File: src/rtl/nabp_pkg.sv
// nabp_pkg: shared widths, fixed-point accumulator types and scheduler state encoding
// for the projection-line mapper datapath.
package nabp_pkg;
    localparam int kAngleLength   = 9;
    localparam int kPartWidth     = 3;
    localparam int kAccuInitWidth = 24;
    localparam int kAccuBaseWidth = 20;

    typedef logic signed [kAccuInitWidth-1:0] tMapAccuInit;
    typedef logic signed [kAccuBaseWidth-1:0] tMapAccuBase;

    typedef enum logic [2:0] {S_IDLE, S_FETCH, S_LOAD, S_KICK, S_RUN, S_DONE} sched_state_e;

    function automatic tMapAccuInit widen_base(input tMapAccuBase b);
        return tMapAccuInit'(b);
    endfunction
endpackage

File: src/rtl/nabp_map_sched_counter.sv
// nabp_map_sched_counter: nested partition/angle counter; partition is the inner digit,
// both wrap to zero after the final pass so the next frame starts clean.
module nabp_map_sched_counter
    import nabp_pkg::*;
#(
    parameter int kNoOfAngles = 180,
    parameter int kNoOfParts  = 4
) (
    input  logic                    clk,
    input  logic                    reset_n,
    input  logic                    clear_i,
    input  logic                    step_i,
    output logic [kAngleLength-1:0] angle_o,
    output logic [kPartWidth-1:0]   part_o,
    output logic                    last_part_o,
    output logic                    last_angle_o
);
    logic [kAngleLength-1:0] angle_q, angle_d;
    logic [kPartWidth-1:0]   part_q, part_d;

    assign last_part_o  = part_q == kPartWidth'(kNoOfParts - 1);
    assign last_angle_o = angle_q == kAngleLength'(kNoOfAngles - 1);
    assign angle_o      = angle_q;
    assign part_o       = part_q;

    always_comb begin
        part_d  = clear_i ? '0 : !step_i ? part_q : last_part_o ? '0 : part_q + kPartWidth'(1);
        angle_d = clear_i ? '0 : !(step_i && last_part_o) ? angle_q :
                  last_angle_o ? '0 : angle_q + kAngleLength'(1);
    end

    always_ff @(posedge clk or negedge reset_n) begin
        if (!reset_n) begin
            angle_q <= '0;
            part_q  <= '0;
        end else begin
            angle_q <= angle_d;
            part_q  <= part_d;
        end
    end
endmodule

File: src/rtl/nabp_map_scheduler.sv
// nabp_map_scheduler: walks every (angle, partition) pass of one frame, loading mapper
// accumulator constants from the angle table and handshaking each pass with the shifter.
module nabp_map_scheduler
    import nabp_pkg::*;
#(
    parameter int kNoOfAngles = 180,
    parameter int kNoOfParts  = 4
) (
    input  logic                      clk,
    input  logic                      reset_n,
    input  logic                      sc_start,
    input  logic                      sc_abort,
    output logic                      sc_busy,
    output logic                      sc_done,
    output logic                      lut_req,
    output logic [kAngleLength-1:0]   lut_angle,
    input  logic [kAccuInitWidth-1:0] lut_init,
    input  logic [kAccuBaseWidth-1:0] lut_base,
    input  logic [kAccuBaseWidth-1:0] lut_step,
    output logic [kAccuInitWidth-1:0] mp_accu_init,
    output logic [kAccuBaseWidth-1:0] mp_accu_base,
    output logic                      sh_kick,
    input  logic                      sh_ack,
    input  logic                      sh_done,
    output logic [kAngleLength-1:0]   cur_angle,
    output logic [kPartWidth-1:0]     cur_part
);
    sched_state_e state_q;
    logic         sc_busy_q, sc_done_q, lut_req_q, sh_kick_q;
    tMapAccuInit  accu_init_q;
    tMapAccuBase  accu_base_q, step_q;
    logic         last_part, last_angle, cnt_clear, cnt_step;

    // Abort outranks a coincident sh_done, so the counter must not advance on it.
    assign cnt_clear = (state_q == S_IDLE) ? sc_start : sc_abort;
    assign cnt_step  = state_q == S_RUN && sh_done && !sc_abort;

    nabp_map_sched_counter #(
        .kNoOfAngles(kNoOfAngles),
        .kNoOfParts (kNoOfParts)
    ) u_counter (
        .clk         (clk),
        .reset_n     (reset_n),
        .clear_i     (cnt_clear),
        .step_i      (cnt_step),
        .angle_o     (cur_angle),
        .part_o      (cur_part),
        .last_part_o (last_part),
        .last_angle_o(last_angle)
    );

    assign lut_angle    = cur_angle;
    assign sc_busy      = sc_busy_q;
    assign sc_done      = sc_done_q;
    assign lut_req      = lut_req_q;
    assign sh_kick      = sh_kick_q;
    assign mp_accu_init = accu_init_q;
    assign mp_accu_base = accu_base_q;

    always_ff @(posedge clk or negedge reset_n) begin
        if (!reset_n) begin
            state_q     <= S_IDLE;
            sc_busy_q   <= 1'b0;
            sc_done_q   <= 1'b0;
            lut_req_q   <= 1'b0;
            sh_kick_q   <= 1'b0;
            accu_init_q <= '0;
            accu_base_q <= '0;
            step_q      <= '0;
        end else begin
            sc_done_q <= 1'b0;
            lut_req_q <= 1'b0;
            case (state_q)
                S_IDLE: if (sc_start) begin
                    state_q   <= S_FETCH;
                    sc_busy_q <= 1'b1;
                    lut_req_q <= 1'b1;
                end
                S_FETCH: state_q <= S_LOAD;
                // Table data is valid only in this cycle, one cycle after lut_req.
                S_LOAD: begin
                    state_q     <= S_KICK;
                    sh_kick_q   <= 1'b1;
                    accu_init_q <= lut_init;
                    accu_base_q <= lut_base;
                    step_q      <= lut_step;
                end
                S_KICK: if (sh_ack) begin
                    state_q   <= S_RUN;
                    sh_kick_q <= 1'b0;
                end
                S_RUN: if (sh_done) begin
                    if (!last_part) begin
                        state_q     <= S_KICK;
                        sh_kick_q   <= 1'b1;
                        accu_init_q <= accu_init_q + widen_base(step_q);
                    end else if (!last_angle) begin
                        state_q   <= S_FETCH;
                        lut_req_q <= 1'b1;
                    end else begin
                        state_q   <= S_DONE;
                        sc_done_q <= 1'b1;
                    end
                end
                S_DONE: begin
                    state_q   <= S_IDLE;
                    sc_busy_q <= 1'b0;
                end
                default: state_q <= S_IDLE;
            endcase
            if (sc_abort && state_q != S_IDLE) begin
                state_q   <= S_IDLE;
                sc_busy_q <= 1'b0;
                sc_done_q <= 1'b0;
                lut_req_q <= 1'b0;
                sh_kick_q <= 1'b0;
            end
        end
    end
endmodule

File: config.mk
export PLATFORM = sky130hd
export DESIGN_NAME = nabp_map_scheduler
export DESIGN_NICKNAME = d
export VERILOG_FILES = /design/src/rtl/nabp_pkg.sv /design/src/rtl/nabp_map_sched_counter.sv /design/src/rtl/nabp_map_scheduler.sv
export SDC_FILE = /design/constraint.sdc
export NUM_CORES = 1
export LEC_CHECK = 0
export CAP_MARGIN = 20
export CORE_AREA = 2 2 108 110
export CTS_BUF_LIST = sky130_fd_sc_hd__clkbuf_4 sky130_fd_sc_hd__clkbuf_8
export DETAILED_ROUTE_END_ITERATION = 6
export DIE_AREA = 0 0 110 112
export GPL_TIMING_DRIVEN = 1
export PLACE_DENSITY_LB_ADDON = 0.12
export SYNTH_ARGS = -nofsm -noshare
export SYNTH_HDL_FRONTEND = slang
export SYNTH_SLANG_ARGS = --single-unit
File: constraint.sdc
create_clock -name clk -period 2.3 [get_ports clk]
set_input_delay 0.46 -clock clk [delete_from_list [all_inputs] [get_ports clk]]
set_output_delay 0.46 -clock clk [all_outputs]
set_load 0.01 [all_outputs]
* Word-level counts from Yosys, hierarchy flattened
Index checks and enable logic that the tools add are counted.
** Word-level totals
- Word-level logic and storage cells :: 78
- Input port bits :: 70
- Register bits :: 83
- Output and inout bits :: 69
** Operators by class
- $add $sub $neg :: 3
- Multiplexer cells :: 36
- Eq/ne operators :: 13
- Reduce and logical (&&, ||, !) cells :: 16
** Operators with widths (number)
- $mux W24 :: 2
- $pmux W24 S2 :: 1
- $mux W3 :: 9
- $mux W9 :: 3
- $add A24 B20 Y24 :: 1
- $mux W1 :: 17
- $pmux W3 S5 :: 1
- $add A9 B1 Y9 const B :: 1
- $eq A3 B2 Y1 const B :: 3
- $eq A9 B8 Y1 const B :: 1
- $ne A3 B2 Y1 const B :: 3
- $eq A3 B3 Y1 const B :: 2
- $reduce_and A3 Y1 :: 2
- $reduce_bool A2 Y1 :: 3
- $reduce_bool A3 Y1 :: 2
- $logic_and A1 B1 Y1 :: 4
- $ne A2 B2 Y1 const B :: 2
- $pmux W1 S2 :: 2
- $reduce_and A4 Y1 :: 1
- $reduce_bool A4 Y1 :: 1
- $add A3 B1 Y3 const B :: 1
- $eq A3 B1 Y1 const B :: 1
- $logic_not A3 Y1 :: 1
- $ne A3 B3 Y1 const B :: 1
- other kinds (3) :: 3

* Longest topological paths before layout
Gate-level depths: netlist (run 1).
- Depth in word-level cells :: 6
- Mapped depth :: 11
- Gate-level depth less buffers :: 11

* Hierarchy
From an unflattened synthesis (run 1), not the netlist that was laid out.
** Second synthesis, totals
- Cell total of the unflattened synthesis :: 504
- Area, all modules :: 5004.8 um2
** By module, submodules not included
- nabp_map_scheduler :: cells an instance 443, times used 1, area each 4365.4 um2, seq. area each 1776.7 um2
- nabp_map_sched_counter :: cells an instance 61, times used 1, area each 639.4 um2, seq. area each 300.3 um2

* Worst setup path before layout (run 1)
Ideal clock, no wire load.
- Kind :: register -> register
- Start :: reg accu_init_q[0] (netlist: mp_accu_init[0])
- End :: reg accu_init_q[16] (netlist: mp_accu_init[16])
- Clock period less this slack :: 2.360 ns
- Buffers on the path :: 0
- Arrival :: 2.234 ns
- Cell stages (with the launch flop) :: 12
- Setup slack :: -0.060 ns
- Library setup time :: 0.126 ns
- Data required time :: 2.174 ns
- Path through :: dfrtp_1 > ha_1 > inv_1 > fa_1 > nor2b_1 > o211ai_1 > a211oi_1 > a211o_1 > inv_1 > o21bai_1 > xor2_1 > a221o_1
** On the way
- Cells in the longest elaborated chain, start to end :: 4
** Ends and longest elaborated chain
- start: declaration :: line nabp_map_scheduler.sv:30 : tMapAccuInit accu_init_q;
- start signal: assignment :: line nabp_map_scheduler.sv:84 : accu_init_q <= lut_init;
- start signal: assignment :: line nabp_map_scheduler.sv:96 : accu_init_q <= accu_init_q + widen_base(step_q);
- $add A24 B20 Y24 :: line nabp_map_scheduler.sv:96
- $mux W24 :: line nabp_map_scheduler.sv:93 : if (!last_part) begin
- $mux W24 :: line nabp_map_scheduler.sv:92 : S_RUN: if (sh_done) begin
- $pmux W24 S2 :: line nabp_map_scheduler.sv:73 : case (state_q)
Every way passes these cells. The select of a mux whose other input is x is not followed.
A chain may end at the register's enable or synchronous reset.

* Worst setup path in the final report (run 1)
- Start :: reg step_q[0]
- End :: reg accu_init_q[16] (netlist: mp_accu_init[16])
** On the way
- Cells in the longest elaborated chain, start to end :: 4
** Ends and longest elaborated chain
- start: declaration :: line nabp_map_scheduler.sv:31 : tMapAccuBase accu_base_q, step_q;
- start signal: assignment :: line nabp_map_scheduler.sv:86 : step_q <= lut_step;
- $add A24 B20 Y24 :: line nabp_map_scheduler.sv:96
- $mux W24 :: line nabp_map_scheduler.sv:93
- $mux W24 :: line nabp_map_scheduler.sv:92
- $pmux W24 S2 :: line nabp_map_scheduler.sv:73
Every way passes these cells. The select of a mux whose other input is x is not followed.

==> results of run 1 <==
worst max path at each step:
stage               slack, ns                      endpoint  cells after the start
floorplan               -0.02  mp_accu_init[16]$_DFFE_PN0P_                     11
global placement        -0.02  mp_accu_init[16]$_DFFE_PN0P_                     11
detailed placement       -0.1  mp_accu_init[22]$_DFFE_PN0P_                     11
CTS                     -0.04  mp_accu_init[16]$_DFFE_PN0P_                     11
global route            -0.18  mp_accu_init[22]$_DFFE_PN0P_                     11
finish                  -0.03  mp_accu_init[16]$_DFFE_PN0P_                     11
repair_timing:
item,4_1_cts,5_1_grt
gates resized for setup,3,16
endpoints found under the setup margin,8,13
setup buffers,3,2
endpoints found under the hold margin,0,0
pin swaps,7,12
area by class of cell:
class                   count  area, sq um  area share
multi-input cells         385         2720       0.387
clock buffers              11          139      0.0197
repair buffers            195         1870       0.266
flip-flops and latches     83         2080       0.295
inverters                   7         26.3     0.00374
well taps                 143          179      0.0254
clock inverters             3         17.5     0.00249
synth_stat cells (all sizes together), types with 2 or more instances:
cell type,instances,area [sq um]
nor4b,2,32.5
a21oi,50,258
and3,10,65.1
o211ai,2,15.0
inv,7,26.3
nand2b,6,37.5
nor3,8,45.0
o21a,3,23.8
dfrtp,83,2080
and2,5,31.3
a31oi,5,31.3
nand3,15,75.1
a21o,12,90.1
ha,25,313
nand4,5,31.3
o21ai,40,204
mux2,39,439
clkbuf,12,45.0
a21boi,2,15.0
nand2,45,171
a211oi,4,30.0
buf,22,139
o21bai,3,22.5
and2b,2,16.3
mux2i,2,20.0
nor2b,14,87.6
o22ai,3,18.8
or3,3,18.8
xnor2,9,78.8
o31ai,7,52.6
xor2,9,78.8
nor2,36,143
o311ai,2,17.5
o31a,2,17.5
registers in the layout, summed over array words and instances, names as in the netlist:
signal and cells:
mp_accu_init 24, state_q 3, lut_req 1, sh_kick 1, sc_busy 1, u_counter.part_o 3
step_q 20, mp_accu_base 20, sc_done 1, u_counter.angle_o 9
power by group through the flow:
stage | combinational (mW) | clock [mW] | sequential, mW
4_1_cts | 6.50 | 0.942 | 2.51
3_3_place_gp | 6.31 | 0 | 2.49
5_1_grt | 7.40 | 1.01 | 2.60
2_1_floorplan | 3.70 | 0 | 2.63
3_5_place_dp | 6.38 | 0 | 2.53
6_report | 6.69 | 0.918 | 2.52
worst max-delay path, delay by kind of cell, from the launching register on:
family	cells	cell delay, ns
and+or+nand+nor	1	0.05
DFF	1	0.39
adders and majority gates	2	0.40
buffers and inverters	2	0.11
AOI/OAI and AO/OA	5	1.11
xor gates and xnor gates	1	0.17
metal layers:
| layer | up-vias | wire [um] | part of all wire | GRT usage |
|---|---|---|---|---|
| met5 | - | 0 | 0 | 0 |
| met4 | 0 | 184 | 0.014 | 0.0785 |
| met3 | 15 | 776 | 0.059 | 0.0544 |
| met2 | 111 | 6400 | 0.49 | 0.370 |
| met1 | 2127 | 5780 | 0.44 | 0.283 |
| li1 | 2177 | - | - | - |
cell families (layout without fill, tap and decap cells):
group / Yosys count / in the layout / synth area share
AND/OR/NAND/NOR: 156 / 156 / 0.162
AO/OA/AOI/OAI: 144 / 144 / 0.179
flip-flops: 83 / 83 / 0.423
multiplexers: 41 / 41 / 0.0935
buffers and inverters: 41 / 216 / 0.0428
adder cells (fa/ha/maj): 26 / 26 / 0.0678
XOR/XNOR: 18 / 18 / 0.0321
through the flow:
stage                     setup TNS (ns)  area (sq um)  utilization
final                            -0.0554          7030        0.629
after global routing               -1.06          7030        0.629
after CTS                        -0.0403          6970        0.624
after detailed placement          -0.236          6770        0.606
after global placement           -0.0289          6770        0.606
after floorplan                  -0.0421          4920            -
==> metrics.txt, run 1 <==
FF-to-FF setup slack=-0.03 ns; Synth Net Count=around 610; # IOs=about 140; Antenna diodes=0; Int Power=5.99 mW; Max Clk Rate=~430 MHz; first-pass GRT wire length=~22 mm; fin worst setup slack=-0.0290 ns; DRT iter0 DRCs=about 190; Setup Viol. Count Final=2; worst reg2reg path depth=11; Worst Path Max Fanout=3; pre-CTS setup slack=-0.0986 ns; worst slew pin tran=around 0.49 ns; TritonRoute pass-1 iters=4; HP Class=in2async; post-synthesis cell area=approximately 5000 sq um; Final Non-Filler Cells=827; hpwl dp=~9.9 mm; CP max stage cell=dfrtp_1; failing checks=setup timing; wire per inst=about 16 um; EDFF count, synth=0; Remaining DRCs=0; CP Class=reg2reg; post-layout total power=approximately 10 mW; status=complete, but fails checks; commonest non-fill, non-tap cell in the layout=clkdlybuf4s50_1; Fill cells=983; Bufs on Longest Clock Path=2; DR vias/cell=roughly 5.4; Global Route Usage Sum=0.224; switch share=0.408; fin crit share=1.01; Hold Buf Count CTS=0; Mapped Cells=509; Final Wtd Congestion=approximately 0.85; Slew Limit Fails=0; Logic pwr share=0.660; clock sinks=83; Max-slew headroom=0.670; clk_lat worst skew=approximately 0.37 ns; Reg power frac=0.249; CP Cell Sequence=ha_2, inv_2, fa_2, nor2b_2, o211ai_1, a211oi_2, a211o_1, inv_1, o21bai_1, xor2_1, a221o_1; unrepaired setup endpoints after global routing=true; htree depth=3; die height=about 110 um; core area=11,200 sq um; peak supply drop=0.685 mV; max_cap viols=0; Total Die Area=approximately 12,000 sq um; Initial Util=0.439; clock share of power=0.091; initial antenna violation count=0; Inst Count DP=around 810; Antenna Violating Nets Remaining=0; CTS Root Cell=clkbuf_8; synth unique cells=a little over 60; Worst-path clk slew=~0.080 ns; Worst setup SP type=flop; flops & latches, synth=just over 80; vias in the first global route=~4,700; Post-synth ARST share=1.00; nets=just under 800; Layout Skew=around 0.0081 ns; Seq/Total Area, Yosys=0.423; Avg Cell Area, Syn=just under 10 sq um; FP Rows=39; Critical Path RT=2.56 ns; largest net degree at the start of global routing=35; Lkg Pwr=3.00 nW; slowest cell delay on critical path=0.39 ns; Final min period=about 2.3 ns; die width=110 um; Vias=between 4,000 and 5,000; Area growth syn-to-layout=43.2%; Setup crit end kind=flop; crit path from=step_q[0]$_DFFE_PN0P_; RR Endpoint=mp_accu_init[16]$_DFFE_PN0P_; P_sw=about 4.1 mW; # port buffers=between 100 and 150; final hold viol count=0; final hold slack=about 0.051 ns; CTS tree=yes; Synth Flop Type=dfrtp_1; most frequent cells in the layout=clkdlybuf4s50_1 (137), dfrtp_1 (83), buf_4 (52); drt total wl=between 10 and 15 mm; total CTS buffers=9; share of layout cells above drive strength 1=0.211; total grt overflow=0; YS warnings=0; R2R Path Start=step_q[0]$_DFFE_PN0P_; PwrDens=1440 nW/um^2; CP Data Arrival Time=approximately 2.6 ns
No activity file was read; power rests on OpenSTA's default activity.
==> inputs of run 2 (changes only) <==
PLACE_DENSITY = 0.9   (was default)
PLACE_DENSITY_LB_ADDON = default   (was 0.12)
==> metrics.txt, run 2 (synthesized netlist as in run 1, its figures left out) <==
status=complete, but fails checks (unchanged); failing checks=setup timing (unchanged); Setup Viol. Count Final=6 (was 2); CP max stage cell=dfrtp_1 (unchanged); Final min period=2.40 ns (was 2.33 ns); vias in the first global route=4,737 (was 4,650); commonest non-fill, non-tap cell in the layout=clkdlybuf4s50_1 (unchanged); Critical Path RT=2.56 ns (about the same); die height=112 um (unchanged); first-pass GRT wire length=22.2 mm (was 21.7 mm); peak supply drop=0.752 mV (was 0.685 mV); Hold Buf Count CTS=0 (unchanged); Antenna Violating Nets Remaining=0 (unchanged); hpwl dp=9.92 mm (about the same); Sum Neg Setup Slack=-0.312 ns (was -0.0554 ns); Worst setup SP type=flop (unchanged); max_cap viols=0 (unchanged); post-layout util=0.640 (was 0.629); Slew Limit Fails=0 (unchanged); slowest cell delay on critical path=0.36 ns (was 0.39 ns); htree depth=3 (unchanged); CTS tree=yes (unchanged); drt total wl=14.0 mm (was 13.1 mm); DR vias/cell=5.52 (was 5.36); Initial Util=0.439 (unchanged); fin crit share=1.05 (was 1.01); Area growth syn-to-layout=45.7% (was 43.2%); Total Die Area=12,300 sq um (unchanged); worst reg2reg path depth=13 (was 11); # port buffers=138 (unchanged); Worst-path clk slew=0.10 ns (was 0.08 ns); Max Clk Rate=416 MHz (was 429 MHz); # IOs=139 (unchanged); CP Cell Sequence=ha_2, inv_2, fa_2, nor2b_2, o211ai_1, a211oi_1, a211o_1, buf_4, buf_6, xnor2_1, nor2_1, a21oi_1, o21ai_1 (was ha_2, inv_2, fa_2, nor2b_2, o211ai_1, a211oi_2, a211o_1, inv_1, o21bai_1, xor2_1, a221o_1); clock sinks=83 (unchanged); TritonRoute pass-1 iters=4 (unchanged); initial antenna violation count=0 (unchanged); final hold slack=0.0568 ns (was 0.0507 ns); wire per inst=16.9 um (was 15.9 um); Lkg Pwr=2.99 nW (was 3.00 nW); Final Wtd Congestion=0.867 (was 0.855); Remaining DRCs=0 (unchanged); Bufs on Longest Clock Path=2 (unchanged); fin worst setup slack=-0.105 ns (was -0.0290 ns); die width=110 um (unchanged); share of layout cells above drive strength 1=0.233 (was 0.211); DRT iter0 DRCs=188 (was 186); final hold viol count=0 (unchanged); CP Data Arrival Time=2.67 ns (was 2.58 ns); Global Route Usage Sum=0.229 (was 0.224); core area=11,200 sq um (unchanged); worst slew pin tran=0.577 ns (was 0.494 ns); total CTS buffers=9 (unchanged); Antenna diodes=0 (unchanged); Worst Path Max Fanout=3 (unchanged); CP Class=reg2reg (unchanged); FP Rows=39 (unchanged); Setup crit end kind=flop (unchanged); most frequent cells in the layout=clkdlybuf4s50_1 (137), dfrtp_1 (83), buf_4 (50) (was clkdlybuf4s50_1 (137), dfrtp_1 (83), buf_4 (52)); largest net degree at the start of global routing=43 (was 35); unrepaired setup endpoints after global routing=true (unchanged); pre-CTS setup slack=-0.153 ns (was -0.0986 ns); PwrDens=1500 nW/um^2 (was 1440 nW/um^2); Max-slew headroom=0.615 (was 0.670); CTS Root Cell=clkbuf_8 (unchanged); total grt overflow=0 (unchanged); Vias=4,562 (was 4,430); clk_lat worst skew=0.38 ns (was 0.37 ns); Fill cells=898 (was 983); HP Class=in2async (unchanged); Layout Skew=0.0119 ns (was 0.00813 ns); post-layout total power=10.7 mW (was 10.1 mW); number of flip-flops in the largest register=24 (unchanged); nets=774 (was 777)
==> run 2: cell count changes in the layout (fill, tap and decap cells not counted), sizes merged <==
cell	previous run	this run
clkinvlp	1	2
buf	58	55
clkbuf	11	10
inv	7	9
==> run 2: path summary, 6_finish.rpt <==
| path | startpoint | endpoint | slack [ns] |
|---|---|---|---|
| max | step_q[0]$_DFFE_PN0P_ | mp_accu_init[12]$_DFFE_PN0P_ | -0.10 |
| min | reset_n | u_counter.angle_o[8]$_DFFE_PN0P_ | 0.06 |
| max reg2reg | step_q[0]$_DFFE_PN0P_ | mp_accu_init[12]$_DFFE_PN0P_ | -0.10 |
| min reg2reg | mp_accu_base[2]$_DFFE_PN0P_ | mp_accu_base[2]$_DFFE_PN0P_ | 0.51 |
| max in group asynchronous | reset_n | mp_accu_init[14]$_DFFE_PN0P_ | 1.60 |
| min in group clk | mp_accu_base[2]$_DFFE_PN0P_ | mp_accu_base[2]$_DFFE_PN0P_ | 0.51 |
==> run 2: layer usage <==
metal,track usage,vias to the layer above,routed length (um)
met5,0,-,0
li1,-,2161,-
met1,0.275,2229,5610
met4,0.0886,0,278
met2,0.392,150,7110
met3,0.0550,22,985
==> run 2: final cells by class <==
cell class / count / area (sq um) / share of cell area
inverter: 7 / 26.3 / 0.00367
tap: 143 / 179 / 0.0250
sequential: 83 / 2080 / 0.290
timing repair buffer: 192 / 1830 / 0.256
multi-input combinational: 385 / 2860 / 0.400
clock inverter: 6 / 46.3 / 0.00647
clock buffer: 10 / 138 / 0.0192
==> run 2: what timing repair did <==
item                                    4_1_cts  5_1_grt
resized for setup                            11       28
pin swaps                                    12       22
buffers inserted                              6        6
endpoints found under the setup margin        7       15
==> run 2: per-stage QoR <==
stage / instances / cell area, sq um
floorplan: 509 / 4920
global placement: 801 / 6670
detailed placement: 801 / 6670
CTS: 823 / 6980
global route: 826 / 7150
finish: 826 / 7150
==> run 2: where the power goes <==
| part | internal [mW] | switching [mW] |
|---|---|---|
| Clock | 0.429 | 0.585 |
| Sequential | 2.08 | 0.518 |
| Combinational | 3.75 | 3.37 |
| Total | 6.25 | 4.48 |
==> run 2: critical path, delay by kind of cell (launching register included) <==
family / cells / cell delay [ns]
flops: 1 / 0.36
compound gates: 5 / 0.82
buf+inv: 3 / 0.26
simple gates: 2 / 0.21
fa+ha+maj: 2 / 0.53
xor+xnor: 1 / 0.12
